[config.mk]
export PLATFORM = sky130hd
export DESIGN_NAME = cache_mem_arbiter
export DESIGN_NICKNAME = d
export VERILOG_FILES = /design/src/rtl/cache_mem_arbiter.sv
export SDC_FILE = /design/constraint.sdc
export NUM_CORES = 1
export LEC_CHECK = 0
export CAP_MARGIN = 20
export CORE_AREA = 5 5 104 106
export CTS_BUF_LIST = sky130_fd_sc_hd__clkbuf_2 sky130_fd_sc_hd__clkbuf_4 sky130_fd_sc_hd__clkbuf_8
export DETAILED_ROUTE_END_ITERATION = 7
export DIE_AREA = 0 0 109 111
export PLACE_DENSITY = 0.82
export SLEW_MARGIN = 0
export SYNTH_ARGS = -nofsm -noshare
export SYNTH_HDL_FRONTEND = slang
export SYNTH_SLANG_ARGS = --single-unit
[constraint.sdc]
create_clock -name CLK -period 1.8 [get_ports CLK]
set_input_delay 0.27 -clock CLK [delete_from_list [all_inputs] [get_ports CLK]]
set_output_delay 0.27 -clock CLK [all_outputs]
set_load 0.02 [all_outputs]
[src/rtl/cache_mem_arbiter.sv]
// Arbitrates dcache (read/write) and icache (read) requests onto a single-ported RAM.
// dcache has priority, but icache is forced through after STARVE_MAX back-to-back dcache grants.
module cache_mem_arbiter #(
    parameter int unsigned STARVE_MAX = 4,
    parameter logic [31:0] ERR_WORD   = 32'hBAD1BAD1
) (
    input  logic        CLK,
    input  logic        nRST,
    input  logic        iREN,
    input  logic [31:0] iaddr,
    output logic        iwait,
    output logic [31:0] iload,
    input  logic        dREN,
    input  logic        dWEN,
    input  logic [31:0] daddr,
    input  logic [31:0] dstore,
    output logic        dwait,
    output logic [31:0] dload,
    output logic        ramREN,
    output logic        ramWEN,
    output logic [31:0] ramaddr,
    output logic [31:0] ramstore,
    input  logic [31:0] ramload,
    input  logic [1:0]  ramstate,
    output logic [7:0]  err_count
);

    typedef enum logic [1:0] {StIdle, StDRead, StDWrite, StIRead} state_t;

    localparam logic [1:0] RamAccess = 2'd2;
    localparam logic [1:0] RamError  = 2'd3;
    localparam logic [7:0] StarveMax = 8'(STARVE_MAX);

    state_t      state_q, state_d;
    logic [7:0]  streak_q, streak_d;
    logic [7:0]  err_q, err_d;
    logic        done;
    logic [31:0] rdata;

    always_ff @(posedge CLK) begin
        if (!nRST) begin
            state_q  <= StIdle;
            streak_q <= 8'd0;
            err_q    <= 8'd0;
        end else begin
            state_q  <= state_d;
            streak_q <= streak_d;
            err_q    <= err_d;
        end
    end

    assign done      = (ramstate == RamAccess) || (ramstate == RamError);
    assign rdata     = (ramstate == RamError) ? ERR_WORD : ramload;
    assign err_count = err_q;

    always_comb begin
        state_d  = state_q;
        streak_d = streak_q;
        err_d    = err_q;
        iwait    = 1'b1;
        iload    = 32'd0;
        dwait    = 1'b1;
        dload    = 32'd0;
        ramREN   = 1'b0;
        ramWEN   = 1'b0;
        ramaddr  = 32'd0;
        ramstore = 32'd0;

        case (state_q)
            StIdle: begin
                if (!iREN) begin
                    streak_d = 8'd0;
                end
                if (iREN && streak_q == StarveMax) begin
                    state_d  = StIRead;
                    streak_d = 8'd0;
                end else if (dWEN || dREN) begin
                    state_d = dWEN ? StDWrite : StDRead;
                    // Only dcache grants that bypass a waiting icache count toward starvation.
                    if (iREN && streak_q < StarveMax) begin
                        streak_d = streak_q + 8'd1;
                    end
                end else if (iREN) begin
                    state_d  = StIRead;
                    streak_d = 8'd0;
                end
            end
            StDRead: begin
                ramREN   = 1'b1;
                ramaddr  = daddr;
                ramstore = dstore;
                if (done) begin
                    dwait   = 1'b0;
                    dload   = rdata;
                    state_d = StIdle;
                end else if (!dREN) begin
                    state_d = StIdle;
                end
            end
            StDWrite: begin
                ramWEN   = 1'b1;
                ramaddr  = daddr;
                ramstore = dstore;
                if (done) begin
                    dwait   = 1'b0;
                    dload   = (ramstate == RamError) ? ERR_WORD : 32'd0;
                    state_d = StIdle;
                end else if (!dWEN) begin
                    state_d = StIdle;
                end
            end
            StIRead: begin
                ramREN  = 1'b1;
                ramaddr = iaddr;
                if (done) begin
                    iwait   = 1'b0;
                    iload   = rdata;
                    state_d = StIdle;
                end else if (!iREN) begin
                    state_d = StIdle;
                end
            end
            default: state_d = StIdle;
        endcase

        if (state_q != StIdle && ramstate == RamError && err_q != 8'hFF) begin
            err_d = err_q + 8'd1;
        end
    end

endmodule

==> results of run 1 <==
## layer usage
metal,GRT usage,part of all wire,wire [um]
met4,0.02525,0.012,157
met5,0,0,0
met2,0.3771,0.52,6966
met1,0.2001,0.36,4743
met3,0.06639,0.11,1487
## worst min path at each step
stage | depth (start not counted) | slack, ns | to | startpoint
2_1_floorplan | 2 | 0.42 | err_count[1] | nRST
3_3_place_gp | 2 | 0.47 | streak_q[1] | streak_q[1]
3_5_place_dp | 1 | 0.48 | streak_q[4] | streak_q[4]
4_1_cts | 1 | 0.50 | streak_q[4] | streak_q[4]
5_1_grt | 1 | 0.51 | streak_q[4] | streak_q[4]
6_report | 1 | 0.50 | streak_q[4] | streak_q[4]
## cell families (layout without fill, tap and decap cells)
kind of cell               count (synthesis)  after routing
AOI/OAI and AO/OA                         71             71
xor gates and xnor gates                   3              3
adders and majority gates                  8              8
buffers and inverters                     34            331
DFF                                       18             18
muxes                                      1              1
and+or+nand+nor                          176            176
## worst reg2reg max path: cells and delay by family (launching register included)
kind | cells | cell delay (ns)
compound gates | 4 | 0.91
buf+inv | 3 | 0.33
fa+ha+maj | 1 | 0.19
flops | 1 | 0.33
## timing repair
action,in CTS,in global routing
cloned,3,4
setup endpoints to repair,134,134
pin swaps,8,15
buffers inserted,6,8
resized for setup,630,175
## placed cells by master (no fill, tap or decap), types with 10 or more instances in the layout
master / n
a22oi_2: 24
and2_1: 33
and2_4: 33
buf_2: 15
buf_4: 90
buf_6: 57
clkdlybuf4s50_1: 141
dfxtp_1: 16
nor2_1: 56
nor2_2: 17
o21ai_0: 12
o21ai_1: 10
## cell type report
class                      count  area, um^2
multi-input combinational    259        1891
inverter                      10       37.54
tap                          133       166.4
sequential                    18       362.8
timing repair buffer         318        3094
clock buffer                   3       41.29
fill                         847        4091
## metrics by stage
stage | setup WS (ns) | area (um^2) | instances | setup TNS [ns]
floorplan | -0.06714 | 2097 | 311 | -1.057
global placement | -0.5135 | 5166 | 718 | -43.74
detailed placement | -0.5404 | 5166 | 718 | -46.42
CTS | -0.1584 | 5056 | 730 | -6.906
global route | -0.2065 | 5593 | 741 | -11.23
finish | -0.1162 | 5593 | 741 | -3.485
## flip-flops by register name, indices dropped and copies added, names as in the netlist
signal	flops
streak_q	8
state_q	2
err_count	8
## synth_stat cells (2+ instances only)
master	count
a21boi_1	2
a21oi_1	2
a22oi_1	32
and2_1	67
buf_1	2
clkbuf_1	20
dfxtp_1	18
ha_1	8
inv_1	10
nand2_1	9
nand2b_1	2
nand3_1	5
nand4_1	4
nor2_1	78
o21ai_0	23
xnor2_1	3
## where the power goes
group	internal (W)	leakage (nW)	switching, W
clock	0.000149	0.0216	0.000122
combinational	0.00129	2.31	0.00112
sequential	0.000421	0.147	0.0000189
==> flow_metrics.tcl, run 1 <==
set metrics [dict create \
    area_growth_pct 173.9 \
    worst-path-max-fanout 16 \
    start_util 0.2109 \
    crit_path_start_kind "register" \
    cts_sinks 18 \
    antenna_found_initial 0 \
    syn_inst 311 \
    synthTopCellsByArea "and2_1 21%, dfxtp_1 18%, nor2_1 14%" \
    dpl.hpwl_um 9909 \
    crit_buf_inv 4 \
    reg2reg_from "state_q[1]" \
    synth_nets 454 \
    drtAntennaViolNets 0 \
    dr.first_iter.drc_count 174 \
    crit_start "state_q[0]" \
    failed_checks "setup timing" \
    async_reset_ff_frac 0 \
    critical-path-slowest-cell "dfxtp_2" \
    fin_nets 753 \
    synth-simple-area-share 0.4504 \
    synthAdderAreaFrac 0.04902 \
    drtPass1Iterations 4 \
    synthFlopType "dfxtp_1" \
    r2r_cells 8 \
    routed_wl_um 13360 \
    required_ns 1.53 \
    rsz0062_at_grt "true" \
    die_height_um 111 \
    crit_top_cell "buf_4" \
    cts_buffers 3 \
    wl_per_cell_um 18.02 \
    fmax_ghz 0.5219 \
    endpoint "ramaddr[25]" \
    max-cap-violations 0 \
    critPathMaxStageDelay_ns 0.34 \
    grt_pass1_wl_um 18840 \
    synth_top_area_frac 0.2053 \
    syn_area_um2 2042 \
    tightest_slew_ns 0.3615 \
    path_cells "inv_2, ha_4, buf_12, buf_4, a22oi_2, nor2_1, buf_4" \
    grt_pass1_vias 3526 \
    hold_buffers 0 \
    cp.depth 7 \
    p_total_w 0.003118 \
    worst_hold_path_type "register to register" \
    grt_max_degree 47 \
    ctsLongestPathBuffers 2 \
    finish.utilization 0.5775 \
    diodes 0 \
    yosysTopAreaCell "and2_1" \
    worstSetupEndpointType "primary output" \
    worst-r2r-setup-slack_ns -0.03 \
    ir_drop_mv 0.2321 \
    cts.reportedPaths.clkPinSlew_ns 0.06 \
    hold_slack_ns 0.4952 \
    slew_violations 0 \
    boundaryPins 275 \
    synth_top_family_by_area "simple AND/OR/NAND/NOR gates" \
    power.density_nw_per_um2 557.5 \
    synth-xor-area-share 0.01287 \
    hold_violations 0 \
    synth_warnings 0 \
    finalSetupViolCount 66 \
    status "finished with violations" \
    gp_congestion 0.8195 \
    ys_seq_elements 18 \
    drcViolationCount 0 \
    synth_edf_count 0 \
    grt_overflow 0 \
    tritoncts "yes" \
    setup_ws_ns -0.1162 \
    fin_skew_ns 0.002605 \
    p_leak_nw 2.480 \
    routed_via_density 4.672 \
    die_x_um 109 \
    syn_avg_cell_area_um2 6.566 \
    drive_gt1_frac 0.4539 \
    io_buffer_count 274 \
    track_usage 0.1942 \
    clk-insertion-delay-late_ns 0.25 \
    yosysSeqAreaShare 0.1765 \
    core_area_um2 9684 \
    root_buffer "clkbuf_8" \
    h-tree-depth 1 \
    num_rows 36 \
    path_class "register to primary output" \
    synth_mux_area_frac 0.004902 \
    r2r-end "state_q[1]" \
    via_count 3462 \
    slew_headroom 0.7565 \
    post-route-period-util 1.065 \
    min_period_ns 1.916 \
    cp_data_arrival_time_ns 1.65 \
    synth_compound_area_frac 0.2396 \
    crit_family "buffers and inverters" \
    yosys.cell_types.count 42 \
    die_area_um2 12100 \
]
No activity file was read; power rests on OpenSTA's default activity.
==> run 2, diff against run 1 <==
CAP_MARGIN = 30   (was 20)
GPL_TIMING_DRIVEN = 0   (was default)
clock period = 1.6 ns   (was 1.8 ns; I/O delays follow)
==> run 2 against run 1 <==
The run still ends with setup timing left. Count of clock-buffer cells in the layout unchanged. Largest cell class unchanged. Utilization grew 7.1 points. Critical path depth is the same. Critical endpoint is now dload[1]. First-iteration DRC count down 25%. Critical path type unchanged. Clock skew increased by 0.0019 ns.
==> flow_metrics.tcl, run 2 (synthesized netlist as in run 1, its figures left out) <==
set metrics [dict create \
    status "finished with violations" \
    failed_checks "setup timing" \
    p_leak_nw 2.726 \
    worst-r2r-setup-slack_ns -0.06 \
    grt.met3_usage 0.03436 \
    crit_family "simple AND/OR/NAND/NOR gates" \
    critical-path-slowest-cell "dfxtp_4" \
    busiest_layer "met2" \
    cts_sinks 18 \
    cts_buffers 3 \
    boundaryPins 275 \
    hold_violations 0 \
    path_cells "inv_6, ha_4, nand3_4, nor2_4, buf_8, and2_4, buf_6" \
    hold_end "streak_q[7]" \
    worstHoldStart "streak_q[7]" \
    final_cell_mix "137 x clkdlybuf4s50_1, 73 x buf_6, 64 x buf_4" \
    cts.reportedPaths.clkPinSlew_ns 0.06 \
    slew_violations 0 \
    worst_hold_path_type "register to register" \
    tritoncts "yes" \
    grt_max_degree 11 \
    finalSetupViolCount 130 \
    grt_pass1_vias 3623 \
    ir_drop_mv 0.4466 \
    fmax_ghz 0.4989 \
    worst-path-max-fanout 5 \
    fin_cells 760 \
    grt_use_met2 0.4238 \
    routed_via_density 4.692 \
    h-tree-depth 1 \
    r2r-end "state_q[1]" \
    use_met1 0.2370 \
    dpl.hpwl_um 11060 \
    place_inst 718 \
    min_period_ns 2.005 \
    core_area_um2 9684 \
    area_growth_pct 207.7 \
    rsz0062_at_grt "true" \
    drive_gt1_frac 0.5758 \
    die_height_um 111 \
    via_count 3566 \
    layout_commonest_cell "clkdlybuf4s50_1" \
    die_x_um 109 \
    reg2reg_from "state_q[1]" \
    cp_data_arrival_time_ns 1.76 \
    start_util 0.2109 \
    drcViolationCount 0 \
    root_buffer "clkbuf_8" \
    grt_overflow 0 \
    grt_pass1_wl_um 21070 \
    fill_cells 775 \
    routed_wl_um 14610 \
    clk-insertion-delay-late_ns 0.25 \
    preCtsSetupSlack_ns -1.120 \
    power.density_nw_per_um2 536.9 \
    setup_ws_ns -0.4045 \
    antenna_found_initial 0 \
    tightest_slew_ns 0.4494 \
    fin_setup_tns_ns -35.03 \
    worstSetupEndpointType "primary output" \
    r2r_cells 6 \
    drtAntennaViolNets 0 \
    drtPass1Iterations 4 \
    track_usage 0.2185 \
    path_class "register to primary output" \
    hold_slack_ns 0.4920 \
    fin_skew_ns 0.004466 \
    ctsLongestPathBuffers 2 \
    slew_headroom 0.7004 \
    crit_path_start_kind "register" \
    gp_congestion 0.9046 \
    required_ns 1.36 \
    num_rows 36 \
    io_buffer_count 274 \
    diodes 0 \
    fin_nets 772 \
    whs_path_depth 1 \
    max-cap-violations 0 \
    wl_per_cell_um 19.22 \
    crit_buf_inv 3 \
    post-route-period-util 1.253 \
    critPathMaxStageDelay_ns 0.39 \
    dr.first_iter.drc_count 131 \
    die_area_um2 12100 \
]
-- run 2: worst register-to-register path: stages, from the launching register on --
cell	delay, ns
dfxtp_4	0.37
ha_4	0.19
buf_4	0.14
a222oi_1	0.37
o21ai_2	0.12
a311o_1	0.30
a21boi_2	0.11
-- run 2: cell type report --
| class | count | area, um^2 | share of cell area |
|---|---|---|---|
| Sequential cell | 18 | 369.1 | 0.05875 |
| Clock buffer | 3 | 41.29 | 0.006572 |
| Timing Repair Buffer | 315 | 3113 | 0.4955 |
| Multi-Input combinational cell | 259 | 2240 | 0.3565 |
| Buffer | 22 | 307.8 | 0.04899 |
| Inverter | 10 | 45.04 | 0.007170 |
| Tap cell | 133 | 166.4 | 0.02649 |
-- run 2: repair_timing --
action                                  4_1_cts  5_1_grt
setup buffers                                19       18
resized for setup                           776      117
pin swaps                                    23       36
hold buffers                                  0        0
endpoints found under the setup margin      139      149
cloned                                        5        0
-- run 2: metrics by stage --
stage               utilization  area, um^2  power, W
finish                   0.6487        6282  0.003373
global route             0.6487        6282  0.003551
CTS                      0.5975        5787  0.003120
detailed placement       0.5416        5245  0.002659
global placement         0.5416        5245  0.002621
floorplan                     -        2336  0.001591
-- run 2: how the worst max path moves through the flow --
stage | from | end | slack (ns) | cells after the start
floorplan | state_q[0] | dload[0] | -0.07 | 4
global placement | ramstate[1] | dload[29] | -1.08 | 5
detailed placement | ramstate[0] | dload[29] | -1.12 | 6
CTS | state_q[0] | ramstore[14] | -0.40 | 6
global route | state_q[1] | dload[26] | -0.48 | 7
finish | state_q[1] | dload[1] | -0.40 | 7
-- run 2: layer usage --
metal | part of all wire | vias up | routed length, um
li1 | - | 1695 | -
met1 | 0.36 | 1701 | 5221
met2 | 0.55 | 143 | 8011
met3 | 0.063 | 27 | 926
met4 | 0.031 | 0 | 448
met5 | 0 | - | 0
-- run 2: power breakdown --
group / internal [W] / switching, W / leakage, nW
clock: 0.000167 / 0.000141 / 0.0216
combinational: 0.00131 / 0.00124 / 2.56
sequential: 0.000475 / 0.0000345 / 0.148
